<file path="src/rtl/trig_route_shaper.sv">
// trig_route_shaper
//   Selects one of pNUM_SRC synchronous trigger sources and shapes it onto
//   the trigger output pin. Three shaping modes: passthrough, delayed
//   fixed-width pulse, and armed one-shot. Also keeps a saturating count of
//   accepted triggers and drives an LED activity stretcher.
//
// Ports
//   trace_clk_in  : sole clock
//   resetn        : asynchronous active-low reset
//   I_trig_src    : trigger source levels
//   I_src_sel     : source index (out-of-range index selects constant 0)
//   I_mode        : 0=PASS, 1=PULSE, 2=ONESHOT, 3=reserved (output held 0)
//   I_delay       : cycles from accepted edge to pulse start
//   I_width       : pulse width in cycles (0 behaves as 1)
//   I_arm         : one-shot arm strobe
//   I_count_clr   : synchronous clear of the trigger counter
//   O_trig_out    : shaped trigger
//   O_armed       : one-shot armed flag
//   O_busy        : high while in DELAY or PULSE
//   O_trig_count  : saturating accepted-trigger count
//   O_activity    : stretched LED activity indication
//
// FSM states
//   state | meaning
//   IDLE  | waiting for an accepted rising edge
//   DELAY | counting down I_delay before the pulse
//   PULSE | output high, counting down the pulse width
//   DONE  | one-shot fired; waits for a re-arm before returning to IDLE

module trig_route_shaper #(
  parameter int pNUM_SRC     = 4,
  parameter int pSEL_WIDTH   = 2,
  parameter int pDELAY_WIDTH = 16,
  parameter int pWIDTH_WIDTH = 16,
  parameter int pCOUNT_WIDTH = 16,
  parameter int pLED_STRETCH = 22
) (
  input  logic                    trace_clk_in,
  input  logic                    resetn,
  input  logic [pNUM_SRC-1:0]     I_trig_src,
  input  logic [pSEL_WIDTH-1:0]   I_src_sel,
  input  logic [1:0]              I_mode,
  input  logic [pDELAY_WIDTH-1:0] I_delay,
  input  logic [pWIDTH_WIDTH-1:0] I_width,
  input  logic                    I_arm,
  input  logic                    I_count_clr,
  output logic                    O_trig_out,
  output logic                    O_armed,
  output logic                    O_busy,
  output logic [pCOUNT_WIDTH-1:0] O_trig_count,
  output logic                    O_activity
);

  localparam logic [1:0] MODE_PASS    = 2'd0;
  localparam logic [1:0] MODE_PULSE   = 2'd1;
  localparam logic [1:0] MODE_ONESHOT = 2'd2;

  localparam logic [1:0] ST_IDLE  = 2'd0;
  localparam logic [1:0] ST_DELAY = 2'd1;
  localparam logic [1:0] ST_PULSE = 2'd2;
  localparam logic [1:0] ST_DONE  = 2'd3;

  localparam logic [pDELAY_WIDTH-1:0] DCNT_ONE = {{(pDELAY_WIDTH-1){1'b0}}, 1'b1};
  localparam logic [pWIDTH_WIDTH-1:0] WCNT_ONE = {{(pWIDTH_WIDTH-1){1'b0}}, 1'b1};
  localparam logic [pCOUNT_WIDTH-1:0] CNT_ONE  = {{(pCOUNT_WIDTH-1){1'b0}}, 1'b1};
  localparam logic [pLED_STRETCH-1:0] LED_ONE  = {{(pLED_STRETCH-1){1'b0}}, 1'b1};

  // ---------------------------------------------------------------------
  // Registers
  // ---------------------------------------------------------------------
  logic                    src_q, src_d;
  logic                    src_prev_q;
  logic [pSEL_WIDTH-1:0]   sel_q;
  logic                    sel_chg_q, sel_chg_d;
  logic [1:0]              mode_q;
  logic [1:0]              state_q, state_d;
  logic [pDELAY_WIDTH-1:0] dcnt_q, dcnt_d;
  logic [pWIDTH_WIDTH-1:0] wcnt_q, wcnt_d;
  logic                    armed_q, armed_d;
  logic [pCOUNT_WIDTH-1:0] cnt_q, cnt_d;
  logic                    trig_prev_q;
  logic [pLED_STRETCH-1:0] led_cnt_q, led_cnt_d;
  logic                    act_q, act_d;

  // ---------------------------------------------------------------------
  // Source selection and edge detection
  // ---------------------------------------------------------------------
  always_comb begin
    src_d = 1'b0;
    for (int i = 0; i < pNUM_SRC; i++) begin
      if (int'(I_src_sel) == i) src_d = I_trig_src[i];
    end
  end

  assign sel_chg_d = (I_src_sel != sel_q);

  // sel_chg_q is high in the first cycle src_q carries the newly selected
  // source; masking the edge there stops a source switch from looking like
  // a trigger. src_prev_q catches up with the new source one cycle later.
  logic rise;
  assign rise = src_q & ~src_prev_q & ~sel_chg_q;

  // ---------------------------------------------------------------------
  // Mode handling and trigger acceptance
  // ---------------------------------------------------------------------
  logic mode_chg;
  logic fsm_mode;
  logic accept;
  logic [pWIDTH_WIDTH-1:0] width_eff;

  assign mode_chg  = (I_mode != mode_q);
  assign fsm_mode  = (mode_q == MODE_PULSE) || (mode_q == MODE_ONESHOT);
  assign width_eff = (I_width == '0) ? WCNT_ONE : I_width;

  // The cycle in which the mode register updates accepts nothing; the FSM
  // is being forced back to IDLE at that edge.
  always_comb begin
    accept = 1'b0;
    if (!mode_chg && rise) begin
      if (mode_q == MODE_PASS) begin
        accept = 1'b1;
      end else if (mode_q == MODE_PULSE) begin
        accept = (state_q == ST_IDLE);
      end else if (mode_q == MODE_ONESHOT) begin
        accept = (state_q == ST_IDLE) && armed_q;
      end
    end
  end

  // ---------------------------------------------------------------------
  // Pulse FSM
  // ---------------------------------------------------------------------
  always_comb begin
    state_d = state_q;
    dcnt_d  = dcnt_q;
    wcnt_d  = wcnt_q;
    armed_d = armed_q;
    if (mode_chg) begin
      state_d = ST_IDLE;
      armed_d = 1'b0;
    end else begin
      if ((mode_q == MODE_ONESHOT) && I_arm) armed_d = 1'b1;
      case (state_q)
        ST_IDLE: begin
          if (accept && fsm_mode) begin
            dcnt_d  = I_delay;
            wcnt_d  = width_eff;
            state_d = (I_delay != '0) ? ST_DELAY : ST_PULSE;
            // Acceptance wins over a coincident arm strobe.
            if (mode_q == MODE_ONESHOT) armed_d = 1'b0;
          end
        end
        ST_DELAY: begin
          dcnt_d = dcnt_q - DCNT_ONE;
          if (dcnt_q == DCNT_ONE) state_d = ST_PULSE;
        end
        ST_PULSE: begin
          wcnt_d = wcnt_q - WCNT_ONE;
          if (wcnt_q == WCNT_ONE) begin
            state_d = (mode_q == MODE_ONESHOT) ? ST_DONE : ST_IDLE;
          end
        end
        ST_DONE: begin
          // An arm that arrived while busy is already held in armed_q.
          if (I_arm || armed_q) state_d = ST_IDLE;
        end
        default: state_d = ST_IDLE;
      endcase
    end
  end

  // ---------------------------------------------------------------------
  // Trigger counter
  // ---------------------------------------------------------------------
  always_comb begin
    cnt_d = cnt_q;
    if (I_count_clr) begin
      cnt_d = '0;
    end else if (accept && (cnt_q != {pCOUNT_WIDTH{1'b1}})) begin
      cnt_d = cnt_q + CNT_ONE;
    end
  end

  // ---------------------------------------------------------------------
  // Output shaping
  // ---------------------------------------------------------------------
  logic trig_out;
  always_comb begin
    trig_out = 1'b0;
    if (mode_q == MODE_PASS) begin
      trig_out = src_q;
    end else if (fsm_mode) begin
      trig_out = (state_q == ST_PULSE);
    end
  end

  // ---------------------------------------------------------------------
  // LED activity stretcher
  // ---------------------------------------------------------------------
  logic trig_rise;
  assign trig_rise = trig_out & ~trig_prev_q;

  always_comb begin
    led_cnt_d = led_cnt_q;
    act_d     = act_q;
    if (trig_rise) begin
      led_cnt_d = {pLED_STRETCH{1'b1}};
      act_d     = 1'b1;
    end else if (led_cnt_q != '0) begin
      led_cnt_d = led_cnt_q - LED_ONE;
    end else begin
      act_d = 1'b0;
    end
  end

  // ---------------------------------------------------------------------
  // State registers
  // ---------------------------------------------------------------------
  always_ff @(posedge trace_clk_in or negedge resetn) begin
    if (!resetn) begin
      src_q       <= 1'b0;
      src_prev_q  <= 1'b0;
      sel_q       <= '0;
      sel_chg_q   <= 1'b0;
      mode_q      <= MODE_PASS;
      state_q     <= ST_IDLE;
      dcnt_q      <= '0;
      wcnt_q      <= '0;
      armed_q     <= 1'b0;
      cnt_q       <= '0;
      trig_prev_q <= 1'b0;
      led_cnt_q   <= '0;
      act_q       <= 1'b0;
    end else begin
      src_q       <= src_d;
      src_prev_q  <= src_q;
      sel_q       <= I_src_sel;
      sel_chg_q   <= sel_chg_d;
      mode_q      <= I_mode;
      state_q     <= state_d;
      dcnt_q      <= dcnt_d;
      wcnt_q      <= wcnt_d;
      armed_q     <= armed_d;
      cnt_q       <= cnt_d;
      trig_prev_q <= trig_out;
      led_cnt_q   <= led_cnt_d;
      act_q       <= act_d;
    end
  end

  assign O_trig_out   = trig_out;
  assign O_armed      = armed_q;
  assign O_busy       = (state_q == ST_DELAY) || (state_q == ST_PULSE);
  assign O_trig_count = cnt_q;
  assign O_activity   = act_q;

endmodule

</file>
<file path="config.mk">
export PLATFORM = sky130hd
export DESIGN_NAME = trig_route_shaper
export DESIGN_NICKNAME = d
export VERILOG_FILES = /design/src/rtl/trig_route_shaper.sv
export SDC_FILE = /design/constraint.sdc
export NUM_CORES = 1
export LEC_CHECK = 0
export BUFFER_PORTS_ARGS = -buffer_cell sky130_fd_sc_hd__buf_2
export CAP_MARGIN = 20
export CORE_ASPECT_RATIO = 1.4
export CORE_MARGIN = 2
export CORE_UTILIZATION = 58
export DETAILED_ROUTE_END_ITERATION = 8
export GPL_ROUTABILITY_DRIVEN = 0
export PLACE_DENSITY_LB_ADDON = 0.25
export SYNTH_ARGS = -nofsm -noshare
export SYNTH_HDL_FRONTEND = slang
export SYNTH_SLANG_ARGS = --single-unit
</file>
<file path="constraint.sdc">
create_clock -name trace_clk_in -period 2.4 [get_ports trace_clk_in]
set_input_delay 0.48 -clock trace_clk_in [delete_from_list [all_inputs] [get_ports trace_clk_in]]
set_output_delay 0.48 -clock trace_clk_in [all_outputs]
set_load 0.05 [all_outputs]
</file>
### Word level (Yosys, flattened, before mapping)

Index checks and enable logic that the tools add are counted.

* register bits after elaboration: 82
* output and inout port bits: 20
* logic and storage cells: 99

* $add $sub $neg: 4
* eq/ne operators: 19
* mux-type cells: 34
* bitwise gates (word level): 7
* reductions and logical operators: 22

Operators by type and width (number)
* $mux W16: 5
* $pmux W16 S2: 2
* $mux W22: 2
* $eq A16 B1 Y1 const B: 2
* $sub A16 B1 Y16 const B: 2
* $reduce_bool A22 Y1: 1
* $sub A22 B1 Y22 const B: 1
* $mux W1: 17
* $add A16 B1 Y16 const B: 1
* $logic_not A16 Y1: 1
* $ne A16 B16 Y1 const B: 1
* $reduce_bool A16 Y1: 1
* $mux W2: 7
* $eq A2 B2 Y1 const B: 5
* $ne A3 B3 Y1 const B: 3
* $pmux W2 S4: 1
* $reduce_bool A2 Y1: 4
* $eq A2 B1 Y1 const B: 3
* $logic_not A2 Y1: 3
* $reduce_and A3 Y1: 2
* $logic_and A1 B1 Y1: 5
* $ne A2 B2 Y1: 2
* $not A1 Y1: 4
* $reduce_and A4 Y1: 1
* other kinds (6): 10

### Longest topological paths before layout

* depth after elaboration: 10
* gate-level depth with buffers: 9

### Least setup slack after synthesis

OpenSTA, ideal clock, no wires.

* kind: register -> register
* start: reg cnt_q[2], in the netlist O_trig_count[2]
* end: reg cnt_q[9], in the netlist O_trig_count[9]
* arrival time: 2.187 ns
* data required time: 2.322 ns
* setup slack: 0.135 ns
* stages on the path, launching flop included: 7
* path buffers: 1
* period minus slack after synthesis: 2.265 ns
* path through: dfrtp_1 -> nand3_1 -> nor2_1 -> or4b_1 -> buf_2 -> or4_1 -> a21oi_1

* word-level cells in the longest chain between the ends: 3

RTL lines
* start, declared: RTL line 80 `logic [pCOUNT_WIDTH-1:0] cnt_q, cnt_d;`
* start signal, assigned: RTL line 244 `cnt_q <= cnt_d;`
* $add A16 B1 Y16 / $ne A16 B16 Y1 (equally long branches): RTL line 180, 179
* $mux W16 / $logic_and A1 B1 Y1 (equally long branches): RTL line 179 `end else if (accept && (cnt_q != {pCOUNT_WIDTH{1'b1}})) begin`
* $mux W16 / $reduce_bool A2 Y1 (equally long branches)

Parallel ways exist; a longest one is shown, timed or not. The select of a mux whose other input is x is not followed.
A chain may end at the register's enable or synchronous reset.

### Worst setup path after layout

* start: reg mode_q[1]
* end: reg dcnt_q[2]

* word-level cells in the longest chain between the ends: 8

RTL lines
* start, declared: RTL line 75 `logic [1:0] mode_q;`
* start signal, assigned: RTL line 239 `mode_q <= I_mode;`
* $eq A2 B2 Y1: RTL line 112, 124
* $mux W1: RTL line 124 `end else if (mode_q == MODE_ONESHOT) begin`
* $mux W1: RTL line 122 `end else if (mode_q == MODE_PULSE) begin`
* $mux W1: RTL line 120 `if (mode_q == MODE_PASS) begin`
* $mux W1: RTL line 119 `if (!mode_chg && rise) begin`
* $logic_and A1 B1 Y1: RTL line 145 `if (accept && fsm_mode) begin`
* $ne A2 B1 Y1 (no source line)
* $reduce_and A3 Y1 (no source line) *
* end signal, assigned: RTL line 241 `dcnt_q <= dcnt_d;`
* end, declared: RTL line 77 `logic [pDELAY_WIDTH-1:0] dcnt_q, dcnt_d;`

Every way passes the cells marked *; elsewhere a longest branch is shown, timed or not.

==> metrics.csv <==
stage,metric,value,unit
logic_synthesis,ys_top_cells_by_area,"dfrtp_1, a21oi_1, nand2_1",
clock_network,h-tree-depth,3,
die,core_region_area,8149,um^2
logic_synthesis,async_flop_share,100.0,%
logic_synthesis,yosysSeqAreaShare,42.33,%
final_layout,final_common_cell,dfrtp_1,
detailed_routing,vias,4635,
global_route,grt_pass1_wl,20000,um
timing,whs,0.08855,ns
die,start_util,59.48,%
setup_path,cp-end-kind,register,
setup_path,critPathRequiredTime,2.66,ns
timing,worstMarginPinSlew,0.6617,ns
logic_synthesis,synth_top_area_share,42.33,%
timing,setup_viol,0,
timing,clock_skew,0.004461,ns
die,die_w,81.26,um
timing,setup_slack,0.1569,ns
clock_network,cts_tree,built,
logic_synthesis,synth_compound_area_share,20.96,%
power_and_ir_drop,powerDensity,674.8,nW/um^2
setup_path,critPathArrivalTime,2.50,ns
power_and_ir_drop,peakVddDrop,0.0004655,V
detailed_routing,detail_route.iter0.violations,253,
final_layout,fin_area,5723,um^2
logic_synthesis,syn_area_per_cell,8.943,um^2
min_path,hp-class,in -> async,
logic_synthesis,synth_warnings,0,
logic_synthesis,synth_seq_cells,82,
final_layout,areaGrowthSynthToFinish,18.07,%
global_route,grt_pass1_vias,4404,
logic_synthesis,synth_cell_type_count,62,
timing,hold_viol_final,0,
final_layout,nets,674,
detailed_routing,drc_errors,0,
timing,drv_slew,0,
power_and_ir_drop,cellLeakagePower,2.337,nW
clock_network,clock_path_buffers,2,
die,rows,39,
logic_synthesis,synth_xor_area_share,2.891,%
logic_synthesis,syn_nets,600,
place,place_inst,707,
global_route,antenna_found_initial,0,
clock_network,postCtsSetupRepairBufs,0,
clock_network,clk_pin_slew,0.06,ns
setup_path,cp_max_fo,7,
detailed_routing,routed_wl,11870,um
final_layout,diodes,0,
logic_synthesis,yosys.area_share.simple,24.96,%
clock_network,ctsHoldBuffers,0,
global_route,grt_max_degree,51,
detailed_routing,wl_per_cell,16.42,um
setup_path,r2r-start,mode_q[1],
place,portBuffers,63,
clock_network,post_cts_resize_count,0,
global_route,grt_use_total,27.41,%
logic_synthesis,synth_edf_count,0,
logic_synthesis,synthFlopType,dfrtp_1,
setup_path,startpoint,mode_q[1],
clock_network,clock-sinks,82,
power_and_ir_drop,p_total,3.862,mW
die,io_pins,64,
final_layout,nFillCells,646,
global_route,overflow,0,
clock_network,cts_buffers,9,
final_layout,final_layout_size_suffix_gt1_share,19.32,%
final_layout,most-common-layout-cells,"dfrtp_1, buf_2, nand2_1, a21oi_1, nor2_1",
timing,timing.fmax,445.8,MHz
place,dpl.hpwl,8451,um
logic_synthesis,synth_fa_ha_area_share,3.614,%
place,place_ws,-0.02748,ns
detailed_routing,drt-vias-per-instance,6.411,
logic_synthesis,netlist_area,4847,um^2
timing,grt_setup_unrepaired,false,
detailed_routing,postRouteAntennaNets,0,
die,die_area,9115,um^2
outcome,outcome,"complete, no violations",
clock_network,clockRootBuffer,clkbuf_16,
final_layout,final_util,70.23,%
timing,slew_headroom,55.55,%
final_layout,layout.cells.non_filler,723,
place,placed_cell_area,5401,um^2
setup_path,critical_path_class,reg -> reg,
timing,tns,0,ns
logic_synthesis,syn_inst,542,
logic_synthesis,synth_area_leader_cell,dfrtp_1,
logic_synthesis,synth_top_family_by_area,simple AND/OR/NAND/NOR gates,
setup_path,start_kind,register,
clock_network,clock_latency,0.34,ns
die,die_h,112.2,um
timing,period_share,93.46,%
logic_synthesis,synth_mux_area_share,1.729,%
flow_run,maxCapViolations,0,
timing,min_period,2.243,ns
detailed_routing,dr.pass1.iters,5,
[cell families (layout without fill, tap and decap cells)]
logic type / after synthesis / in the layout
AOI/OAI and AO/OA: 155 / 155
xor gates and xnor gates: 16 / 16
adders and majority gates: 14 / 14
buffers and inverters: 44 / 123
DFF: 82 / 82
muxes: 7 / 7
and+or+nand+nor: 224 / 224
[critical path, cell delays in order, from the launching register on]
cell	delay, ns
dfrtp_1	0.39
inv_1	0.08
ha_1	0.29
nor4bb_1	0.37
and3_2	0.30
o21a_1	0.25
buf_4	0.19
o21a_1	0.13
a2bb2oi_1	0.16
[routing by layer]
metal | global-route usage, % | wire, um
met5 | 0 | 0
met4 | 11.75 | 349
met3 | 4.180 | 517
met2 | 46.61 | 6263
met1 | 33.95 | 4740
[synthesized netlist by cell type, types with 4 or more instances]
library cell	n
a2bb2oi_1	9
a211o_1	4
o21a_1	8
nand2_1	58
nor4_1	22
inv_1	15
xnor2_1	10
nor3b_1	4
o22ai_1	9
and3_1	7
a31oi_1	7
nand4_1	11
xor2_1	6
ha_1	14
nand3_1	20
mux2i_1	5
o21ai_0	28
nand2b_1	4
a21oi_1	45
o22a_1	6
or4_1	16
nor2_1	30
nor3_1	14
o31ai_1	13
and2_1	5
or3_1	12
clkbuf_1	23
dfrtp_1	82
nor4b_1	4
o41ai_1	4
[final timing paths]
path                               endpoint  slack, ns  depth (start not counted)
max reg2reg                       dcnt_q[2]       0.16                          8
min                        O_trig_count[14]       0.09                          1
max in group asynchronous     led_cnt_q[16]       1.69                          2
min in group trace_clk_in         mode_q[1]       0.27                          1
min reg2reg                      src_prev_q       0.50                          0
max                               dcnt_q[2]       0.16                          8
[flip-flops by register name (all words and copies together), names as in the netlist, 2 cells and up]
register,flops
sel_q,2
led_cnt_q,22
O_trig_count,16
mode_q,2
dcnt_q,16
wcnt_q,16
state_q,2
[cell type report]
class | count | area (um^2) | share of cell area (%)
Clock inverter | 5 | 77.57 | 1.355
Sequential cell | 82 | 2052 | 35.85
Inverter | 17 | 63.81 | 1.115
Clock buffer | 11 | 242.7 | 4.241
Timing Repair Buffer | 90 | 533.0 | 9.314
Tap cell | 102 | 127.6 | 2.230
Multi-Input combinational cell | 416 | 2626 | 45.89
[power breakdown]
part           switching [mW]  internal (mW)
Combinational           0.325          0.292
Sequential              0.202           1.55
Clock                   0.558          0.936
No activity file was read; power rests on OpenSTA's default activity.
